<file path="src/rtl/sync_fifo_pkg.sv">
// Shared helpers for the single-clock threshold FIFO: depth checks,
// pointer-width derivation and sticky error-flag bit positions.
package sync_fifo_pkg;

   localparam int unsigned OVF = 0;
   localparam int unsigned UDF = 1;

   function automatic bit is_pow2(input int unsigned n);
      return (n >= 2) && ((n & (n - 1)) == 0);
   endfunction

   function automatic int unsigned ptr_w(input int unsigned depth);
      return $clog2(depth);
   endfunction

endpackage

</file>
<file path="src/rtl/sync_fifo_thresh_if.sv">
// Request/status bundle between a producer/consumer and sync_fifo_thresh.
// The FIFO takes the slave side; the block driving requests takes master.
interface sync_fifo_thresh_if
   import sync_fifo_pkg::*;
#(
   parameter int unsigned DATA_WIDTH = 8,
   parameter int unsigned DEPTH      = 8,
   localparam int unsigned PTR_W     = ptr_w(DEPTH)
);
   logic                  W_INC;
   logic [DATA_WIDTH-1:0] WR_DATA;
   logic                  R_INC;
   logic [DATA_WIDTH-1:0] RD_DATA;
   logic                  RD_VALID;
   logic [PTR_W:0]        AF_LEVEL;
   logic [PTR_W:0]        AE_LEVEL;
   logic                  ERR_CLR;
   logic                  FULL;
   logic                  EMPTY;
   logic                  ALMOST_FULL;
   logic                  ALMOST_EMPTY;
   logic [PTR_W:0]        COUNT;
   logic                  OVERFLOW;
   logic                  UNDERFLOW;

   modport master (
      output W_INC, WR_DATA, R_INC, AF_LEVEL, AE_LEVEL, ERR_CLR,
      input  RD_DATA, RD_VALID, FULL, EMPTY, ALMOST_FULL, ALMOST_EMPTY,
             COUNT, OVERFLOW, UNDERFLOW
   );

   modport slave (
      input  W_INC, WR_DATA, R_INC, AF_LEVEL, AE_LEVEL, ERR_CLR,
      output RD_DATA, RD_VALID, FULL, EMPTY, ALMOST_FULL, ALMOST_EMPTY,
             COUNT, OVERFLOW, UNDERFLOW
   );
endinterface

</file>
<file path="src/rtl/sync_fifo_mem.sv">
// FIFO storage: synchronous write port, asynchronous read port.
// Contents are intentionally not reset.
module sync_fifo_mem
   import sync_fifo_pkg::*;
#(
   parameter int unsigned DATA_WIDTH = 8,
   parameter int unsigned DEPTH      = 8,
   localparam int unsigned AW        = ptr_w(DEPTH)
) (
   input  logic                  clk,
   input  logic                  we,
   input  logic [AW-1:0]         waddr,
   input  logic [DATA_WIDTH-1:0] wdata,
   input  logic [AW-1:0]         raddr,
   output logic [DATA_WIDTH-1:0] rdata
);
   logic [DATA_WIDTH-1:0] mem_q [DEPTH];

   always_ff @(posedge clk) begin
      if (we) mem_q[waddr] <= wdata;
   end

   assign rdata = mem_q[raddr];
endmodule

</file>
<file path="src/rtl/sync_fifo_thresh.sv">
// Single-clock FIFO with occupancy count, almost-full/empty thresholds and
// sticky error flags. Define SYNC_FIFO_FWFT_EN for first-word fall-through reads.
module sync_fifo_thresh
   import sync_fifo_pkg::*;
#(
   parameter int unsigned DATA_WIDTH = 8,
   parameter int unsigned DEPTH      = 8,
   localparam int unsigned PTR_W     = ptr_w(DEPTH)
) (
   input logic               CLK,
   input logic               RST,
   sync_fifo_thresh_if.slave bus
);
   if (!is_pow2(DEPTH)) begin : g_bad_depth
      $error("sync_fifo_thresh: DEPTH must be a power of 2 and >= 2");
   end

   logic [PTR_W:0]        wptr_q, wptr_d, rptr_q, rptr_d;
   logic [PTR_W:0]        count_q, count_d;
   logic                  full_q, full_d, empty_q, empty_d;
   logic                  af_q, af_d, ae_q, ae_d;
   logic [1:0]            err_q, err_d;
   logic                  wr_acc, rd_acc;
   logic [DATA_WIDTH-1:0] mem_rdata;

   // Acceptance uses the registered flags, so a full FIFO still pops and an
   // empty FIFO still pushes when both requests arrive together.
   always_comb begin
      wr_acc  = bus.W_INC & ~full_q;
      rd_acc  = bus.R_INC & ~empty_q;
      wptr_d  = wptr_q + {{PTR_W{1'b0}}, wr_acc};
      rptr_d  = rptr_q + {{PTR_W{1'b0}}, rd_acc};
      count_d = wptr_d - rptr_d;
      full_d  = (wptr_d ^ rptr_d) == {1'b1, {PTR_W{1'b0}}};
      empty_d = (wptr_d == rptr_d);
      af_d    = (count_d >= bus.AF_LEVEL);
      ae_d    = (count_d <= bus.AE_LEVEL);
      err_d   = bus.ERR_CLR ? '0 : err_q;
      if (bus.W_INC && full_q)  err_d[OVF] = 1'b1;
      if (bus.R_INC && empty_q) err_d[UDF] = 1'b1;
   end

   always_ff @(posedge CLK) begin
      if (RST) begin
         wptr_q  <= '0;
         rptr_q  <= '0;
         count_q <= '0;
         full_q  <= 1'b0;
         empty_q <= 1'b1;
         af_q    <= 1'b0;
         ae_q    <= 1'b1;
         err_q   <= '0;
      end else begin
         wptr_q  <= wptr_d;
         rptr_q  <= rptr_d;
         count_q <= count_d;
         full_q  <= full_d;
         empty_q <= empty_d;
         af_q    <= af_d;
         ae_q    <= ae_d;
         err_q   <= err_d;
      end
   end

   sync_fifo_mem #(
      .DATA_WIDTH(DATA_WIDTH),
      .DEPTH     (DEPTH)
   ) u_mem (
      .clk  (CLK),
      .we   (wr_acc & ~RST),
      .waddr(wptr_q[PTR_W-1:0]),
      .wdata(bus.WR_DATA),
      .raddr(rptr_q[PTR_W-1:0]),
      .rdata(mem_rdata)
   );

`ifdef SYNC_FIFO_FWFT_EN
   assign bus.RD_DATA  = mem_rdata;
   assign bus.RD_VALID = ~empty_q;
`else
   logic [DATA_WIDTH-1:0] rd_data_q, rd_data_d;
   logic                  rd_valid_q, rd_valid_d;

   always_comb begin
      rd_data_d  = rd_acc ? mem_rdata : rd_data_q;
      rd_valid_d = rd_acc;
   end

   always_ff @(posedge CLK) begin
      if (RST) begin
         rd_data_q  <= '0;
         rd_valid_q <= 1'b0;
      end else begin
         rd_data_q  <= rd_data_d;
         rd_valid_q <= rd_valid_d;
      end
   end

   assign bus.RD_DATA  = rd_data_q;
   assign bus.RD_VALID = rd_valid_q;
`endif

   assign bus.COUNT        = count_q;
   assign bus.FULL         = full_q;
   assign bus.EMPTY        = empty_q;
   assign bus.ALMOST_FULL  = af_q;
   assign bus.ALMOST_EMPTY = ae_q;
   assign bus.OVERFLOW     = err_q[OVF];
   assign bus.UNDERFLOW    = err_q[UDF];
endmodule

</file>
<file path="src/flat_wrapper.sv">
// flat-port wrapper written by rule: the top's interface ports become plain ports
module sync_fifo_thresh_flat import sync_fifo_pkg::*;
#(
   parameter int unsigned DATA_WIDTH = 8,
   parameter int unsigned DEPTH      = 8,
   localparam int unsigned PTR_W     = ptr_w(DEPTH)
)
  (CLK, RST, bus_W_INC, bus_WR_DATA, bus_R_INC, bus_AF_LEVEL, bus_AE_LEVEL, bus_ERR_CLR, bus_RD_DATA, bus_RD_VALID, bus_FULL, bus_EMPTY, bus_ALMOST_FULL, bus_ALMOST_EMPTY, bus_COUNT, bus_OVERFLOW, bus_UNDERFLOW);
  sync_fifo_thresh_if #(.DATA_WIDTH(DATA_WIDTH), .DEPTH(DEPTH)) bus_i ();
  input logic CLK;
  input logic RST;
  input wire logic [$bits(bus_i.W_INC)-1:0] bus_W_INC;
  input wire logic [$bits(bus_i.WR_DATA)-1:0] bus_WR_DATA;
  input wire logic [$bits(bus_i.R_INC)-1:0] bus_R_INC;
  input wire logic [$bits(bus_i.AF_LEVEL)-1:0] bus_AF_LEVEL;
  input wire logic [$bits(bus_i.AE_LEVEL)-1:0] bus_AE_LEVEL;
  input wire logic [$bits(bus_i.ERR_CLR)-1:0] bus_ERR_CLR;
  output wire logic [$bits(bus_i.RD_DATA)-1:0] bus_RD_DATA;
  output wire logic [$bits(bus_i.RD_VALID)-1:0] bus_RD_VALID;
  output wire logic [$bits(bus_i.FULL)-1:0] bus_FULL;
  output wire logic [$bits(bus_i.EMPTY)-1:0] bus_EMPTY;
  output wire logic [$bits(bus_i.ALMOST_FULL)-1:0] bus_ALMOST_FULL;
  output wire logic [$bits(bus_i.ALMOST_EMPTY)-1:0] bus_ALMOST_EMPTY;
  output wire logic [$bits(bus_i.COUNT)-1:0] bus_COUNT;
  output wire logic [$bits(bus_i.OVERFLOW)-1:0] bus_OVERFLOW;
  output wire logic [$bits(bus_i.UNDERFLOW)-1:0] bus_UNDERFLOW;
  assign bus_i.W_INC = bus_W_INC;
  assign bus_i.WR_DATA = bus_WR_DATA;
  assign bus_i.R_INC = bus_R_INC;
  assign bus_i.AF_LEVEL = bus_AF_LEVEL;
  assign bus_i.AE_LEVEL = bus_AE_LEVEL;
  assign bus_i.ERR_CLR = bus_ERR_CLR;
  assign bus_RD_DATA = bus_i.RD_DATA;
  assign bus_RD_VALID = bus_i.RD_VALID;
  assign bus_FULL = bus_i.FULL;
  assign bus_EMPTY = bus_i.EMPTY;
  assign bus_ALMOST_FULL = bus_i.ALMOST_FULL;
  assign bus_ALMOST_EMPTY = bus_i.ALMOST_EMPTY;
  assign bus_COUNT = bus_i.COUNT;
  assign bus_OVERFLOW = bus_i.OVERFLOW;
  assign bus_UNDERFLOW = bus_i.UNDERFLOW;
  sync_fifo_thresh #(.DATA_WIDTH(DATA_WIDTH), .DEPTH(DEPTH)) u_core (.CLK(CLK), .RST(RST), .bus(bus_i));
endmodule
</file>
<file path="config.mk">
export PLATFORM = sky130hd
export DESIGN_NAME = sync_fifo_thresh_flat
export DESIGN_NICKNAME = d
export VERILOG_FILES = /design/src/rtl/sync_fifo_pkg.sv /design/src/rtl/sync_fifo_thresh_if.sv /design/src/rtl/sync_fifo_mem.sv /design/src/rtl/sync_fifo_thresh.sv /design/src/flat_wrapper.sv
export SDC_FILE = /design/constraint.sdc
export NUM_CORES = 1
export LEC_CHECK = 0
export CAP_MARGIN = 10
export CORE_AREA = 2 2 126 128
export DETAILED_ROUTE_END_ITERATION = 8
export DIE_AREA = 0 0 128 130
export GPL_TIMING_DRIVEN = 0
export HOLD_SLACK_MARGIN = 0.05
export PLACE_DENSITY = 0.47
export SYNTH_ARGS = -nofsm -noshare
export SYNTH_HDL_FRONTEND = slang
export SYNTH_SLANG_ARGS = --single-unit
</file>
<file path="constraint.sdc">
create_clock -name CLK -period 4.1 [get_ports CLK]
set_input_delay 0.82 -clock CLK [delete_from_list [all_inputs] [get_ports CLK]]
set_output_delay 0.82 -clock CLK [all_outputs]
set_load 0.02 [all_outputs]
</file>
==> impl_results.md <==
* Wirelength per Cell at 16.07 um
* GRT met3 Usage at 2.296%
* Post-synth top area cell: edfxtp_1
* TritonCTS clock tree: done
* Post-synthesis sequential area ratio at 66.17%
* R2R cell count at 13
* Share of layout cells above drive strength 1 at 11.15%
* CP Launch Type: primary input
* Overall die width at 128 um
* Synth top area share at 51.65%
* Worst hold path type: reg -> reg
* P_leak at 1.620 nW
* ANT cells at 0
* Sequential Power Share at 45.1%
* Worst EP required at 4330 ps
* Final worst-path cycle share at 93.79%
* Clk_lat worst skew at 340 ps
* DRC at 0
* Initial antenna violation count at 1
* Met1 Track Usage GR at 13.40%
* Sw frac at 26.03%
* Core area at 15420 um2
* Max VDD drop at 267.7 uV
* Unrepaired setup endpoints after global routing: no
* HPWL Detailed at 5391 um
* Internal power at 0.001718 W
* Die height at 130 um
* WP data arrival at 4070 ps
* Core Util, Final at 30.28%
* Highest clock rate at 260.1 MHz
* DR vias at 2090
* H-tree depth at 3
* Total CTS buffers at 9
* Distinct cells, synth at 33
* Busiest metal layer after global routing: met2
* Initial DRT Pass Iterations at 4
* Layout net count at 338
* Vias in the first global route at 2111
* Synth Flop Type: edfxtp_1
* Starting density of the core at 24.12%
* Worst hold path depth at 2
* Root Buffer: clkbuf_16
* CTS Sinks at 91
* I/O Pins at 40
* NetSw at 0.0006047 W
* Antenna-violating nets left at 0
* Yosys warnings at 0
* WS Path Type: in -> reg
* Initial DRC Count at 204
* Total global-route track usage at 9.897%
* Final hold vios at 0
* Minimum clock period at 3845 ps
* Fillers at 1557
* Status: finished, final reports clean
* Fin. max-slew vios at 0
* Vias per std cell at 4.205
* P per Cell Area at 497.3 nW/um2
* DIE AREA at 16640 um2
* Port Buf Inserts at 39
* Clock Skews at 7.897 ps
* Crit Path Max Fanout at 10
* Logic pwr share at 18.0%
* Synth async-reset ratio at 0%
* Placement Setup Slack at -470.0 ps
* Row Count at 46
* Clock Tree Buf Depth at 2
* First-pass GRT wire length at 12130 um
* Area contributors post-synth: edfxtp_1 (52%), dfxtp_1 (15%), ha_1 (5.7%)
* Slew headroom at 36.54%
* Synth Cell Area at 3721 um2
* Post-synthesis instance total at 250
* Area Growth Syn to Fin at 25.52%
* GRT met2 Usage at 15.76%
* Setup WS post-layout at 254.8 ps
* Post-synth EDFFs at 64
* RePlAce Congestion at 0.7400
* Clk pwr share at 36.9%
* Largest net degree at the start of global routing at 18
* Slew @ Worst Pin at 948.4 ps
* Syn_area_per_cell at 14.88 um2
* Register bit total from synthesis at 91
* Clock-pin slew on the worst setup and hold paths at 70 ps
* Syn nets at 288
* Max-cap violations at 0
* Worst Setup End Kind: flip-flop
* Setup-failing EPs final at 0
* Final WL at 7987 um
* Grt total ovfl at 0
==> critical path, stage by stage <==
cell,delay (ps)
clkdlybuf4s50_1,480
nor2b_1,150
clkbuf_2,230
clkbuf_2,270
ha_1,240
ha_1,180
xnor2_1,90
ha_1,400
a21o_1,180
a31oi_1,160
xnor2_1,230
ha_1,330
a41oi_1,230
o21ai_1,90
==> cell families (layout without fill, tap and decap cells) <==
group,count (synthesis),after routing,synth area share [%]
buffers and inverters,22,77,3.060
xor gates and xnor gates,10,10,2.758
and+or+nand+nor,50,50,6.490
DFF,91,91,66.17
adders and majority gates,17,17,5.716
AOI/OAI and AO/OA,36,36,6.657
muxes,24,24,9.146
==> power by group through the flow <==
stage	combinational (W)	clock [W]	sequential (W)
2_1_floorplan	0.000228	0	0.00111
3_3_place_gp	0.000416	0	0.00107
3_5_place_dp	0.000423	0	0.00107
4_1_cts	0.000425	0.000878	0.00105
5_1_grt	0.000458	0.000916	0.00105
6_report	0.000419	0.000856	0.00105
==> metal layers <==
layer | vias up | part of all wire [%]
li1 | 1026 | -
met1 | 1018 | 48
met2 | 36 | 47
met3 | 10 | 3.5
met4 | 0 | 1.3
met5 | - | 0
==> sequential cells by signal (all words and copies together) (netlist names) <==
signal,count
u_core.u_mem.mem_q,64
u_core.bus.RD_DATA,8
u_core.bus.COUNT,4
u_core.rptr_q,4
u_core.wptr_q,4
u_core.err_q,2
u_core.bus.ALMOST_EMPTY,1
u_core.bus.ALMOST_FULL,1
u_core.bus.EMPTY,1
u_core.bus.FULL,1
u_core.bus.RD_VALID,1
==> Yosys cell counts (all sizes together) (6+ instances only) <==
library cell  instances
nor2                 24
ha                   17
xnor2                 6
a22oi                10
dfxtp                27
o21ai                 9
mux4                  8
inv                  10
clkbuf                7
nor2b                12
a211oi                8
mux2i                16
edfxtp               64
==> cell type report <==
type                            instances  area (um2)  share of cell area (%)
Clock inverter                          7       81.33                   1.741
Tap cell                              192       240.2                   5.143
Inverter                               10       37.54                  0.8036
Clock buffer                            9       225.2                   4.822
Timing Repair Buffer                   39       390.4                   8.358
Multi-Input combinational cell        137        1155                   24.73
Sequential cell                        91        2462                   52.72
Buffer                                 12       78.83                   1.688
==> stage by stage <==
stage	setup TNS [ps]	cell area [um2]	cells	power [W]	hold WS, ps
after global placement	-682.9	4352	481	0.001485	478.7
after detailed placement	-810.2	4362	481	0.001492	498.4
final	0	4671	497	0.002323	502.4
after global routing	0	4671	497	0.002428	529.5
after floorplan	0	3721	250	0.001333	512.4
after CTS	0	4669	497	0.002352	507.5
==> what timing repair did <==
action,4_1_cts,5_1_grt
hold endpoints to repair,0,0
endpoints found under the setup margin,1,2
pin swaps,0,0
hold buffers,0,0
resized for setup,1,2
buffers inserted,0,0
==> path summary, 6_finish.rpt <==
| kind | startpoint | to | slack, ps |
|---|---|---|---|
| worst min register to register | u_core.bus.RD_DATA[4] | u_core.bus.RD_DATA[4] | 500 |
| worst min-delay path | u_core.bus.RD_DATA[4] | u_core.bus.RD_DATA[4] | 500 |
| worst max register to register | u_core.bus.EMPTY | u_core.bus.ALMOST_EMPTY | 910 |
| worst max-delay path | bus_R_INC | u_core.bus.ALMOST_EMPTY | 250 |
==> cells in the final DEF, fill, tap and decap left out, types with 8 or more instances in the layout <==
master	netlist	routed
dfxtp_1	27	27
mux4_2	8	8
a211oi_1	8	8
clkdlybuf4s50_1	0	39
nor2_1	24	24
nor2b_1	12	12
clkbuf_16	0	9
inv_1	10	10
a22oi_1	10	10
edfxtp_1	64	64
ha_1	17	17
o21ai_1	9	9
mux2i_1	16	16
Note: power is estimated with default switching activity, not from simulation.
